[config.mk]
export PLATFORM = sky130hd
export DESIGN_NAME = ysyx_041514_div_ctrl_flat
export DESIGN_NICKNAME = d
export VERILOG_FILES = /design/src/rtl/ysyx_041514_div_ctrl_if.sv /design/src/rtl/ysyx_041514_div_ctrl.sv /design/src/flat_wrapper.sv
export SDC_FILE = /design/constraint.sdc
export NUM_CORES = 1
export LEC_CHECK = 0
export CORE_ASPECT_RATIO = 0.7
export CORE_MARGIN = 3
export CORE_UTILIZATION = 40
export DETAILED_ROUTE_END_ITERATION = 10
export PLACE_DENSITY = 0.74
export SYNTH_ARGS = -nofsm -noshare
export SYNTH_HDL_FRONTEND = slang
export SYNTH_SLANG_ARGS = --single-unit
[constraint.sdc]
create_clock -name clk -period 3.29 [get_ports clk]
set_clock_uncertainty 0.05 [all_clocks]
set_input_delay 0.4935 -clock clk [delete_from_list [all_inputs] [get_ports clk]]
set_output_delay 0.4935 -clock clk [all_outputs]
set_load 0.02 [all_outputs]
[src/rtl/ysyx_041514_div_ctrl_if.sv]
// rtl/ysyx_041514_div_ctrl_if.sv - request/response and divider handshake bundle
// slave is the controller; master is the pipeline plus divider side.
interface ysyx_041514_div_ctrl_if #(
  parameter int XLEN = 64
);
  logic            req_valid_i;
  logic            req_ready_o;
  logic [2:0]      req_op_i;
  logic [XLEN-1:0] rs1_i;
  logic [XLEN-1:0] rs2_i;
  logic            flush_i;
  logic            resp_valid_o;
  logic            resp_ready_i;
  logic [XLEN-1:0] resp_data_o;
  logic            div_valid_o;
  logic            div_signed_o;
  logic            div32_o;
  logic [XLEN-1:0] div_dividend_o;
  logic [XLEN-1:0] div_divisor_o;
  logic            div_ready_i;
  logic [XLEN-1:0] div_quot_i;
  logic [XLEN-1:0] div_rem_i;

  modport slave (
    input  req_valid_i, req_op_i, rs1_i, rs2_i, flush_i, resp_ready_i,
    input  div_ready_i, div_quot_i, div_rem_i,
    output req_ready_o, resp_valid_o, resp_data_o,
    output div_valid_o, div_signed_o, div32_o, div_dividend_o, div_divisor_o
  );

  modport master (
    output req_valid_i, req_op_i, rs1_i, rs2_i, flush_i, resp_ready_i,
    output div_ready_i, div_quot_i, div_rem_i,
    input  req_ready_o, resp_valid_o, resp_data_o,
    input  div_valid_o, div_signed_o, div32_o, div_dividend_o, div_divisor_o
  );
endinterface

[src/rtl/ysyx_041514_div_ctrl.sv]
// rtl/ysyx_041514_div_ctrl.sv - divide/remainder sequencer with bypass and one-entry result cache
// Special cases and cache hits answer in one cycle; everything else goes through the external divider.
module ysyx_041514_div_ctrl #(
  parameter int XLEN = 64
) (
  input logic                   clk,
  input logic                   rst,
  ysyx_041514_div_ctrl_if.slave bus
);
  typedef enum logic [2:0] {S_RST, S_IDLE, S_ISSUE, S_WAIT, S_DRAIN, S_RESP} state_t;

  state_t          state, next_state;
  logic [2:0]      op;
  logic [XLEN-1:0] rs1_q, rs2_q, data_q;

  logic            cache_valid, cache_uns, cache_word;
  logic [XLEN-1:0] cache_rs1, cache_rs2, cache_quot, cache_rem;

  logic            accept, word, uns, div_zero, overflow, bypass, hit, finish;
  logic [XLEN-1:0] byp_quot, byp_rem, fast_data;

  // Select quotient/remainder and fold word results back to a sign-extended 64-bit value.
  function automatic logic [XLEN-1:0] pick(input logic [2:0] o, input logic [XLEN-1:0] q,
                                           input logic [XLEN-1:0] r);
    logic [XLEN-1:0] v;
    v = o[2] ? r : q;
    if (o[1]) v = {{(XLEN-32){v[31]}}, v[31:0]};
    return v;
  endfunction

  always_comb begin
    word     = bus.req_op_i[1];
    uns      = bus.req_op_i[0];
    div_zero = word ? (bus.rs2_i[31:0] == 32'h0) : (bus.rs2_i == '0);
    overflow = ~uns & (word ? (bus.rs1_i[31:0] == 32'h8000_0000 && bus.rs2_i[31:0] == 32'hFFFF_FFFF)
                            : (bus.rs1_i == {1'b1, {(XLEN-1){1'b0}}} && bus.rs2_i == '1));
    bypass   = div_zero | overflow;
    byp_quot = div_zero ? '1 : bus.rs1_i;
    byp_rem  = div_zero ? bus.rs1_i : '0;
    hit      = cache_valid && bus.rs1_i == cache_rs1 && bus.rs2_i == cache_rs2 &&
               uns == cache_uns && word == cache_word;
    fast_data = bypass ? pick(bus.req_op_i, byp_quot, byp_rem)
                       : pick(bus.req_op_i, cache_quot, cache_rem);
    accept   = (state == S_IDLE) & ~bus.flush_i & bus.req_valid_i;
    finish   = (state == S_WAIT) & ~bus.flush_i & bus.div_ready_i;
  end

  always_ff @(posedge clk) begin
    if (rst) state <= S_RST;
    else     state <= next_state;
  end

  always_comb begin
    next_state = state;
    case (state)
      S_RST:   next_state = S_IDLE;
      S_IDLE:  if (accept) next_state = (bypass | hit) ? S_RESP : S_ISSUE;
      S_ISSUE: next_state = bus.flush_i ? S_IDLE : S_WAIT;
      S_WAIT:  if (bus.flush_i) next_state = S_DRAIN;
               else if (bus.div_ready_i) next_state = S_RESP;
      S_DRAIN: if (bus.div_ready_i) next_state = S_IDLE;
      S_RESP:  if (bus.flush_i || bus.resp_ready_i) next_state = S_IDLE;
      default: next_state = S_RST;
    endcase
  end

  // Divider-facing fields are forced to zero whenever no divider operation belongs to us.
  always_comb begin
    bus.req_ready_o    = (state == S_IDLE) & ~bus.flush_i;
    bus.resp_valid_o   = (state == S_RESP);
    bus.resp_data_o    = (state == S_RESP) ? data_q : '0;
    bus.div_valid_o    = (state == S_ISSUE) & ~bus.flush_i;
    bus.div_signed_o   = 1'b0;
    bus.div32_o        = 1'b0;
    bus.div_dividend_o = '0;
    bus.div_divisor_o  = '0;
    if (state == S_ISSUE || state == S_WAIT || state == S_DRAIN) begin
      bus.div_signed_o   = ~op[0];
      bus.div32_o        = op[1];
      bus.div_dividend_o = rs1_q;
      bus.div_divisor_o  = rs2_q;
    end
  end

  always_ff @(posedge clk) begin
    if (rst) begin
      op          <= 3'b000;
      rs1_q       <= '0;
      rs2_q       <= '0;
      data_q      <= '0;
      cache_valid <= 1'b0;
      cache_uns   <= 1'b0;
      cache_word  <= 1'b0;
      cache_rs1   <= '0;
      cache_rs2   <= '0;
      cache_quot  <= '0;
      cache_rem   <= '0;
    end else begin
      if (accept) begin
        op    <= bus.req_op_i;
        rs1_q <= bus.rs1_i;
        rs2_q <= bus.rs2_i;
        if (bypass | hit) data_q <= fast_data;
      end
      if (finish) begin
        data_q      <= pick(op, bus.div_quot_i, bus.div_rem_i);
        cache_valid <= 1'b1;
        cache_uns   <= op[0];
        cache_word  <= op[1];
        cache_rs1   <= rs1_q;
        cache_rs2   <= rs2_q;
        cache_quot  <= bus.div_quot_i;
        cache_rem   <= bus.div_rem_i;
      end
    end
  end
endmodule

[src/flat_wrapper.sv]
// flat-port wrapper written by rule: the top's interface ports become plain ports
module ysyx_041514_div_ctrl_flat 
#(
  parameter int XLEN = 64
)
  (clk, rst, bus_req_valid_i, bus_req_op_i, bus_rs1_i, bus_rs2_i, bus_flush_i, bus_resp_ready_i, bus_div_ready_i, bus_div_quot_i, bus_div_rem_i, bus_req_ready_o, bus_resp_valid_o, bus_resp_data_o, bus_div_valid_o, bus_div_signed_o, bus_div32_o, bus_div_dividend_o, bus_div_divisor_o);
  ysyx_041514_div_ctrl_if #(.XLEN(XLEN)) bus_i ();
  input logic clk;
  input logic rst;
  input wire logic [$bits(bus_i.req_valid_i)-1:0] bus_req_valid_i;
  input wire logic [$bits(bus_i.req_op_i)-1:0] bus_req_op_i;
  input wire logic [$bits(bus_i.rs1_i)-1:0] bus_rs1_i;
  input wire logic [$bits(bus_i.rs2_i)-1:0] bus_rs2_i;
  input wire logic [$bits(bus_i.flush_i)-1:0] bus_flush_i;
  input wire logic [$bits(bus_i.resp_ready_i)-1:0] bus_resp_ready_i;
  input wire logic [$bits(bus_i.div_ready_i)-1:0] bus_div_ready_i;
  input wire logic [$bits(bus_i.div_quot_i)-1:0] bus_div_quot_i;
  input wire logic [$bits(bus_i.div_rem_i)-1:0] bus_div_rem_i;
  output wire logic [$bits(bus_i.req_ready_o)-1:0] bus_req_ready_o;
  output wire logic [$bits(bus_i.resp_valid_o)-1:0] bus_resp_valid_o;
  output wire logic [$bits(bus_i.resp_data_o)-1:0] bus_resp_data_o;
  output wire logic [$bits(bus_i.div_valid_o)-1:0] bus_div_valid_o;
  output wire logic [$bits(bus_i.div_signed_o)-1:0] bus_div_signed_o;
  output wire logic [$bits(bus_i.div32_o)-1:0] bus_div32_o;
  output wire logic [$bits(bus_i.div_dividend_o)-1:0] bus_div_dividend_o;
  output wire logic [$bits(bus_i.div_divisor_o)-1:0] bus_div_divisor_o;
  assign bus_i.req_valid_i = bus_req_valid_i;
  assign bus_i.req_op_i = bus_req_op_i;
  assign bus_i.rs1_i = bus_rs1_i;
  assign bus_i.rs2_i = bus_rs2_i;
  assign bus_i.flush_i = bus_flush_i;
  assign bus_i.resp_ready_i = bus_resp_ready_i;
  assign bus_i.div_ready_i = bus_div_ready_i;
  assign bus_i.div_quot_i = bus_div_quot_i;
  assign bus_i.div_rem_i = bus_div_rem_i;
  assign bus_req_ready_o = bus_i.req_ready_o;
  assign bus_resp_valid_o = bus_i.resp_valid_o;
  assign bus_resp_data_o = bus_i.resp_data_o;
  assign bus_div_valid_o = bus_i.div_valid_o;
  assign bus_div_signed_o = bus_i.div_signed_o;
  assign bus_div32_o = bus_i.div32_o;
  assign bus_div_dividend_o = bus_i.div_dividend_o;
  assign bus_div_divisor_o = bus_i.div_divisor_o;
  ysyx_041514_div_ctrl #(.XLEN(XLEN)) u_core (.clk(clk), .rst(rst), .bus(bus_i));
endmodule
# Yosys cells after proc, flatten, opt, wreduce, memory -nomap -nowiden
# Index checks and enable logic that the tools add are counted.
[op_classes] add_sub_neg=0 div=0 eq_ne=17 mul=0 reduce_logical=16 n_bitwise=11 mux=27 magnitude_cmp=0 shift=0
[op_table] operator="64-bit two-way mux" n=15
[op_table] operator="64-bit == test" n=2
[op_table] operator="64-bit == test, second input constant" n=2
[op_table] operator="32-bit == test, second input constant" n=2
[op_table] operator="64-bit zero test" n=1
[op_table] operator="32-bit zero test" n=1
[op_table] operator="3-bit two-way mux" n=6
[op_table] operator="3-bit case mux with 6 select lines" n=1
[op_table] operator="1-bit bitwise AND" n=6
[op_table] operator="3-bit by 2-bit == test with 1-bit output, second input constant" n=2
[op_table] operator="3-bit == test, second input constant" n=2
[op_table] operator="1-bit logical AND" n=6
[op_table] operator="1-bit two-way mux" n=4
[op_table] operator="2-bit by 1-bit != test with 1-bit output, second input constant" n=2
[op_table] operator="4-bit AND reduction" n=1
[op_table] operator="2-bit nonzero test" n=2
[op_table] operator="3-bit by 1-bit == test with 1-bit output, second input constant" n=1
[op_table] operator="3-bit zero test" n=1
[op_table] operator="1-bit logical OR" n=3
[op_table] operator="3-bit != test, second input constant" n=1
[op_table] operator="1-bit NOT" n=3
[op_table] operator="1-bit == test" n=2
[op_table] operator="2-bit two-way mux" n=1
[op_table] operator="2-bit != test, second input constant" n=1
[op_table] operator="other kinds (2)" n=3
[word_totals] out_inout_bits=197 mem_count=0 latchBits=0 romBits=0 elab_cells=83 ram_bits=0 input_bits=265 regBits=457

# Depth between registers and ports, before layout
[logic_depth] word_depth=9 mapped_depth=11 ltp_nobuf=8

# Least setup slack after synthesis
# No wires, ideal clock.
[synth_timing] path_type="input-to-reg" start="input bus_rs1_i[19]" end="register u_core.data_q[43]" path_buffers=3 slack_ns=0.466 arrival_ns=2.628 cell_stages=11 required_time_ns=3.094 setup_ns=0.146 path_cell_list="or4_1 nor4_1 nand4_1 nor4_2 or3_1 buf_4 a22o_4 or2_1 buf_2 buf_6 a211oi_2"
[synth_between] elab_chain_len=9 elab_cells_between_ends=19 classes_between="eq/ne: 3; mux: 5; bitwise: 3; reduce/logical: 8"
[synth_lines] element="start: declaration" line_no="flat_wrapper.sv:12" source="input wire logic [$bits(bus_i.rs1_i)-1:0] bus_rs1_i;"
[synth_lines] element="64-bit == test or 32-bit == test (tied branches)" line_no="ysyx_041514_div_ctrl.sv:36, ysyx_041514_div_ctrl.sv:35"
[synth_lines] element="1-bit logical AND, on equally long branches" line_no="ysyx_041514_div_ctrl.sv:36, ysyx_041514_div_ctrl.sv:35"
[synth_lines] element="1-bit two-way mux" line_no="ysyx_041514_div_ctrl.sv:35" source="overflow = ~uns & (word ? (bus.rs1_i[31:0] == 32'h8000_0000 && bus.rs2_i[31:0] == 32'hFFFF_FFFF)"
[synth_lines] element="1-bit bitwise AND" line_no="ysyx_041514_div_ctrl.sv:35"
[synth_lines] element="1-bit OR" line_no="ysyx_041514_div_ctrl.sv:37" source="bypass = div_zero | overflow;"
[synth_lines] element="64-bit two-way mux" line_no="ysyx_041514_div_ctrl.sv:42" source="fast_data = bypass ? pick(bus.req_op_i, byp_quot, byp_rem)"
[synth_lines] element="64-bit two-way mux" line_no="ysyx_041514_div_ctrl.sv:103" source="if (bypass | hit) data_q <= fast_data;"
[synth_lines] element="64-bit two-way mux" line_no="ysyx_041514_div_ctrl.sv:99" source="if (accept) begin"
[synth_lines] element="64-bit two-way mux" line_no="ysyx_041514_div_ctrl.sv:105" source="if (finish) begin"
[synth_lines] element="end signal: assignment" line_no="ysyx_041514_div_ctrl.sv:103"
[synth_lines] element="end signal: assignment" line_no="ysyx_041514_div_ctrl.sv:106" source="data_q <= pick(op, bus.div_quot_i, bus.div_rem_i);"
[synth_lines] element="end: declaration" line_no="ysyx_041514_div_ctrl.sv:14" source="logic [XLEN-1:0] rs1_q, rs2_q, data_q;"
# Several ways; a longest one is shown, not always the timed one. The select of a mux whose other input is x is not followed.
# A chain may end at the register's enable or synchronous reset.

# Worst setup path after layout
[layout_timing] start="register u_core.state[0]" end="output bus_div_divisor_o[3]"
[layout_between] elab_chain_len=4 elab_cells_between_ends=6 classes_between="eq/ne: 3; mux: 1; reduce/logical: 2"
[layout_lines] element="start: declaration" line_no="ysyx_041514_div_ctrl.sv:12" source="state_t state, next_state;"
[layout_lines] element="start signal: assignment" line_no="ysyx_041514_div_ctrl.sv:50" source="else state <= next_state;"
[layout_lines] element="3-bit by 2-bit == test with 1-bit output" line_no="ysyx_041514_div_ctrl.sv:77" source="if (state == S_ISSUE || state == S_WAIT || state == S_DRAIN) begin"
[layout_lines] element="1-bit logical OR" line_no="ysyx_041514_div_ctrl.sv:77"
[layout_lines] element="1-bit logical OR *" line_no="ysyx_041514_div_ctrl.sv:77"
[layout_lines] element="64-bit two-way mux *" line_no="ysyx_041514_div_ctrl.sv:77"
[layout_lines] element="end: declaration" line_no="flat_wrapper.sv:26" source="output wire logic [$bits(bus_i.div_divisor_o)-1:0] bus_div_divisor_o;"
# Mark *: on every way between the ends. The rest lies on a longest branch, timed or not.

==> impl_results.md <==
* Worst Setup Path Type: flip-flop to primary output
* Setup violations, final at 0
* Worst reg2reg path depth at 11
* Worst skew pair latency at 0.60 ns
* Max Cap Viol at 0
* Syn_nets at 3,225
* Most used cell, CP: buf_12
* DR iter-0 viols at 2,773
* Psw at 3.28 mW
* HPWL Detailed at 69,000 um
* P_leak at 10.7 nW
* F_max at 0.312 GHz
* Syn Area/Cell at 7.61 um^2
* First-pass GRT wire length at 138,000 um
* Combinational power share at 0.116
* RSZ-0062 raised after global routing: false
* Most frequent cell after synthesis: nand2_1
* EDFF count, synth at 0
* Gp weighted congestion at 1.06
* Total GRT Usage at 0.306
* Yosys warns at 0
* Period utilisation layout at 0.975
* HP Class: input pin to flip-flop
* Worst endpoint data arrival time at 2.67 ns
* Port buffer count at 461
* Setup crit start kind: flip-flop
* Sequential power share at 0.443
* Slew Viols, Final at 0
* Final hold violations at 0
* Layout area overhead at 38.7%
* Slew HR at 0.513
* Internal at 9.48 mW
* Final worst-path setup slack at 0.0812 ns
* Pwr/cell area at 409 nW/um^2
* Yosys cell types at 61
* Async S/R FF share, synth at 0
* Nets at 3,764
* Sequential share of the synthesized area at 0.406
* TritonCTS Buffers at 47
* CTS tree: built
* Starting Density at 0.406
* Hold_buf cts at 0
* Area fraction of the dominant cell type after synthesis at 0.406
* Clk pwr share at 0.441
* Biggest area consumer among synthesized cells: dfxtp_1
* Largest net degree at the start of global routing at 131
* Slowest-stage cell, CP: clkdlybuf4s50_1
* Setup TNS at 0 ns
* CP Max Fanout at 47
* Clock sink count at 457
* Vias in the first global route at 22,100
* Post-Place Setup Slack at -0.664 ns
* Initial antenna violation count at 3
* FF-to-FF setup slack at 0.22 ns
* H-tree levels at 2
* CP max stage delay at 0.67 ns
* Switching Share at 0.257
* Critical Path Start: u_core.state[0]$_SDFFE_PP0P_
* DRT Wirelength at 95,600 um
* Peak supply drop at 320 uV
* Cell area after synthesis at 22,500 um^2
* Ranking of synthesized cells by area: dfxtp_1 (41%), nand2_1 (14%), a21oi_1 (10%), mux2i_1 (5.5%), nor2b_1 (4.8%)
* Io pins at 462
* Crit path to: bus_div_divisor_o[3]
* Dominant synthesized flop cell: dfxtp_1
* Final ANT Viol Nets at 0
* Fillers at 5,114
* Crit path cell chain: nor2_1 -> mux2i_4 -> buf_12 -> buf_12 -> nor2b_1 -> clkdlybuf4s50_1
* Chip Width at 290 um
* Overall power at 12.8 mW
* Vias after detailed routing at 23,900
* Post-Syn Instances at 2,960
* Clk root buf: clkbuf_16
* Core area at 55,500 um^2
* Die ar. at 59,200 um^2
* Outcome: finished, final reports clean
* DR pass1 iterations at 5
* Clk slew on worst S/H paths at 0.06 ns
* Die height at 205 um
* Worst-Margin Slew at 0.729 ns
* Num rows at 72
* Worst EP required at 2.75 ns
* Min cycle time layout at 3.21 ns
* GRT overflow at 0
* R2r endpoint: u_core.data_q[14]$_SDFFE_PP0P_
* Worst Setup End Kind: primary output
* DRC at 0
* RR Startpoint: u_core.cache_rs2[17]$_SDFFE_PP0P_
* FF+latch count, synth at 457
* Clock Tree Buf Depth at 3
* Ratio of cells with drive above 1 in the final layout at 0.124
* Most instantiated cells after synthesis: nand2_1 (812), a21oi_1 (462), dfxtp_1 (457)
* Drt wl/cell at 22.4 um
* DR vias/cell at 5.59
## critical path: cells and delay by family, from the launching register on
kind / cells / cell delay, ns
buffers and inverters: 3 / 1.10
AND/OR/NAND/NOR: 2 / 0.47
flip-flops: 1 / 0.37
multiplexers: 1 / 0.11
## worst min path at each step
stage,slack (ns),end,from,cells after the start
2_1_floorplan,0.38,u_core.cache_quot[25]$_SDFFE_PP0P_,u_core.cache_quot[25]$_SDFFE_PP0P_,2
3_3_place_gp,0.39,u_core.cache_quot[54]$_SDFFE_PP0P_,u_core.cache_quot[54]$_SDFFE_PP0P_,2
3_5_place_dp,0.39,u_core.cache_quot[25]$_SDFFE_PP0P_,u_core.cache_quot[25]$_SDFFE_PP0P_,2
4_1_cts,0.29,u_core.rs1_q[12]$_SDFFE_PP0P_,rst,2
5_1_grt,0.32,u_core.rs1_q[17]$_SDFFE_PP0P_,rst,2
6_report,0.31,u_core.rs1_q[12]$_SDFFE_PP0P_,rst,2
## final cells by class
type | instances | area (um^2) | area share
multi-input cells | 2198 | 12200 | 0.391
flip-flops and latches | 457 | 9160 | 0.293
repair buffers | 729 | 7090 | 0.227
clock buffers | 67 | 1400 | 0.0449
well taps | 740 | 926 | 0.0296
inverters | 66 | 248 | 0.00793
clock inverters | 20 | 198 | 0.00633
diodes | 2 | 5.00 | 0.000160
## cell families (layout without fill, tap and decap cells)
group	after synthesis	count (layout)	synth area share
compound gates	767	767	0.204
mux	126	126	0.0561
flops	457	457	0.406
other cells	0	2	0
xor+xnor	69	69	0.0268
buf+inv	305	882	0.0559
simple gates	1232	1232	0.250
fa+ha+maj	4	4	0.00178
## sequential cells by signal (all words and copies together) (netlist names), 3 cells and up
signal             count
u_core.cache_rem      64
u_core.data_q         64
u_core.cache_rs2      64
u_core.op              3
u_core.rs2_q          64
u_core.cache_rs1      64
u_core.state           3
u_core.rs1_q          64
u_core.cache_quot     64
## per-layer routing
layer | share of wire | vias to the layer above | track usage
li1 | - | 11200 | -
met1 | 0.42 | 11400 | 0.428
met2 | 0.43 | 1208 | 0.459
met3 | 0.12 | 116 | 0.0977
met4 | 0.020 | 4 | 0.0723
met5 | 0.00029 | - | 0
## cells in the final DEF, fill, tap and decap left out, types with 10 or more instances in the layout
cell,netlist,layout
a211oi_2,29,29
a21oi_1,462,462
and2_1,66,65
buf_12,0,31
buf_4,5,230
clkbuf_16,0,50
clkbuf_8,0,15
clkdlybuf4s50_1,0,454
clkinv_2,0,10
dfxtp_1,457,454
inv_1,65,65
mux2i_1,124,123
nand2_1,812,811
nand2b_1,19,19
nand4_1,37,37
nor2_1,18,17
nor2b_1,174,174
nor3_1,38,38
nor4_1,45,41
o211ai_1,58,58
o21ai_0,116,114
o21ai_1,11,12
o221a_2,27,27
o22ai_1,16,16
xnor2_1,34,34
xor2_1,35,35
## what timing repair did
item                                    CTS  global route
resized for setup                         6            18
gates cloned                              0             4
buffers inserted                          0             2
pin swaps                                 2            17
endpoints found under the setup margin   93            79
## power by group through the flow
stage | clock (mW) | combinational, mW | sequential (mW)
after floorplan | 0 | 0.503 | 5.76
after global placement | 0 | 1.44 | 5.78
after detailed placement | 0 | 1.44 | 5.78
after CTS | 5.69 | 1.45 | 5.66
after global routing | 5.90 | 1.55 | 5.66
final | 5.63 | 1.48 | 5.66
## stage by stage
step,cells,hold WS (ns),utilization,cell area [um^2]
final,4279,0.313,0.563,31200
after global routing,4278,0.319,0.563,31200
after CTS,4271,0.291,0.560,31100
after detailed placement,4184,0.393,0.531,29500
after global placement,4184,0.392,0.531,29500
after floorplan,2960,0.382,-,22500
(Power assumes the default switching activity.)
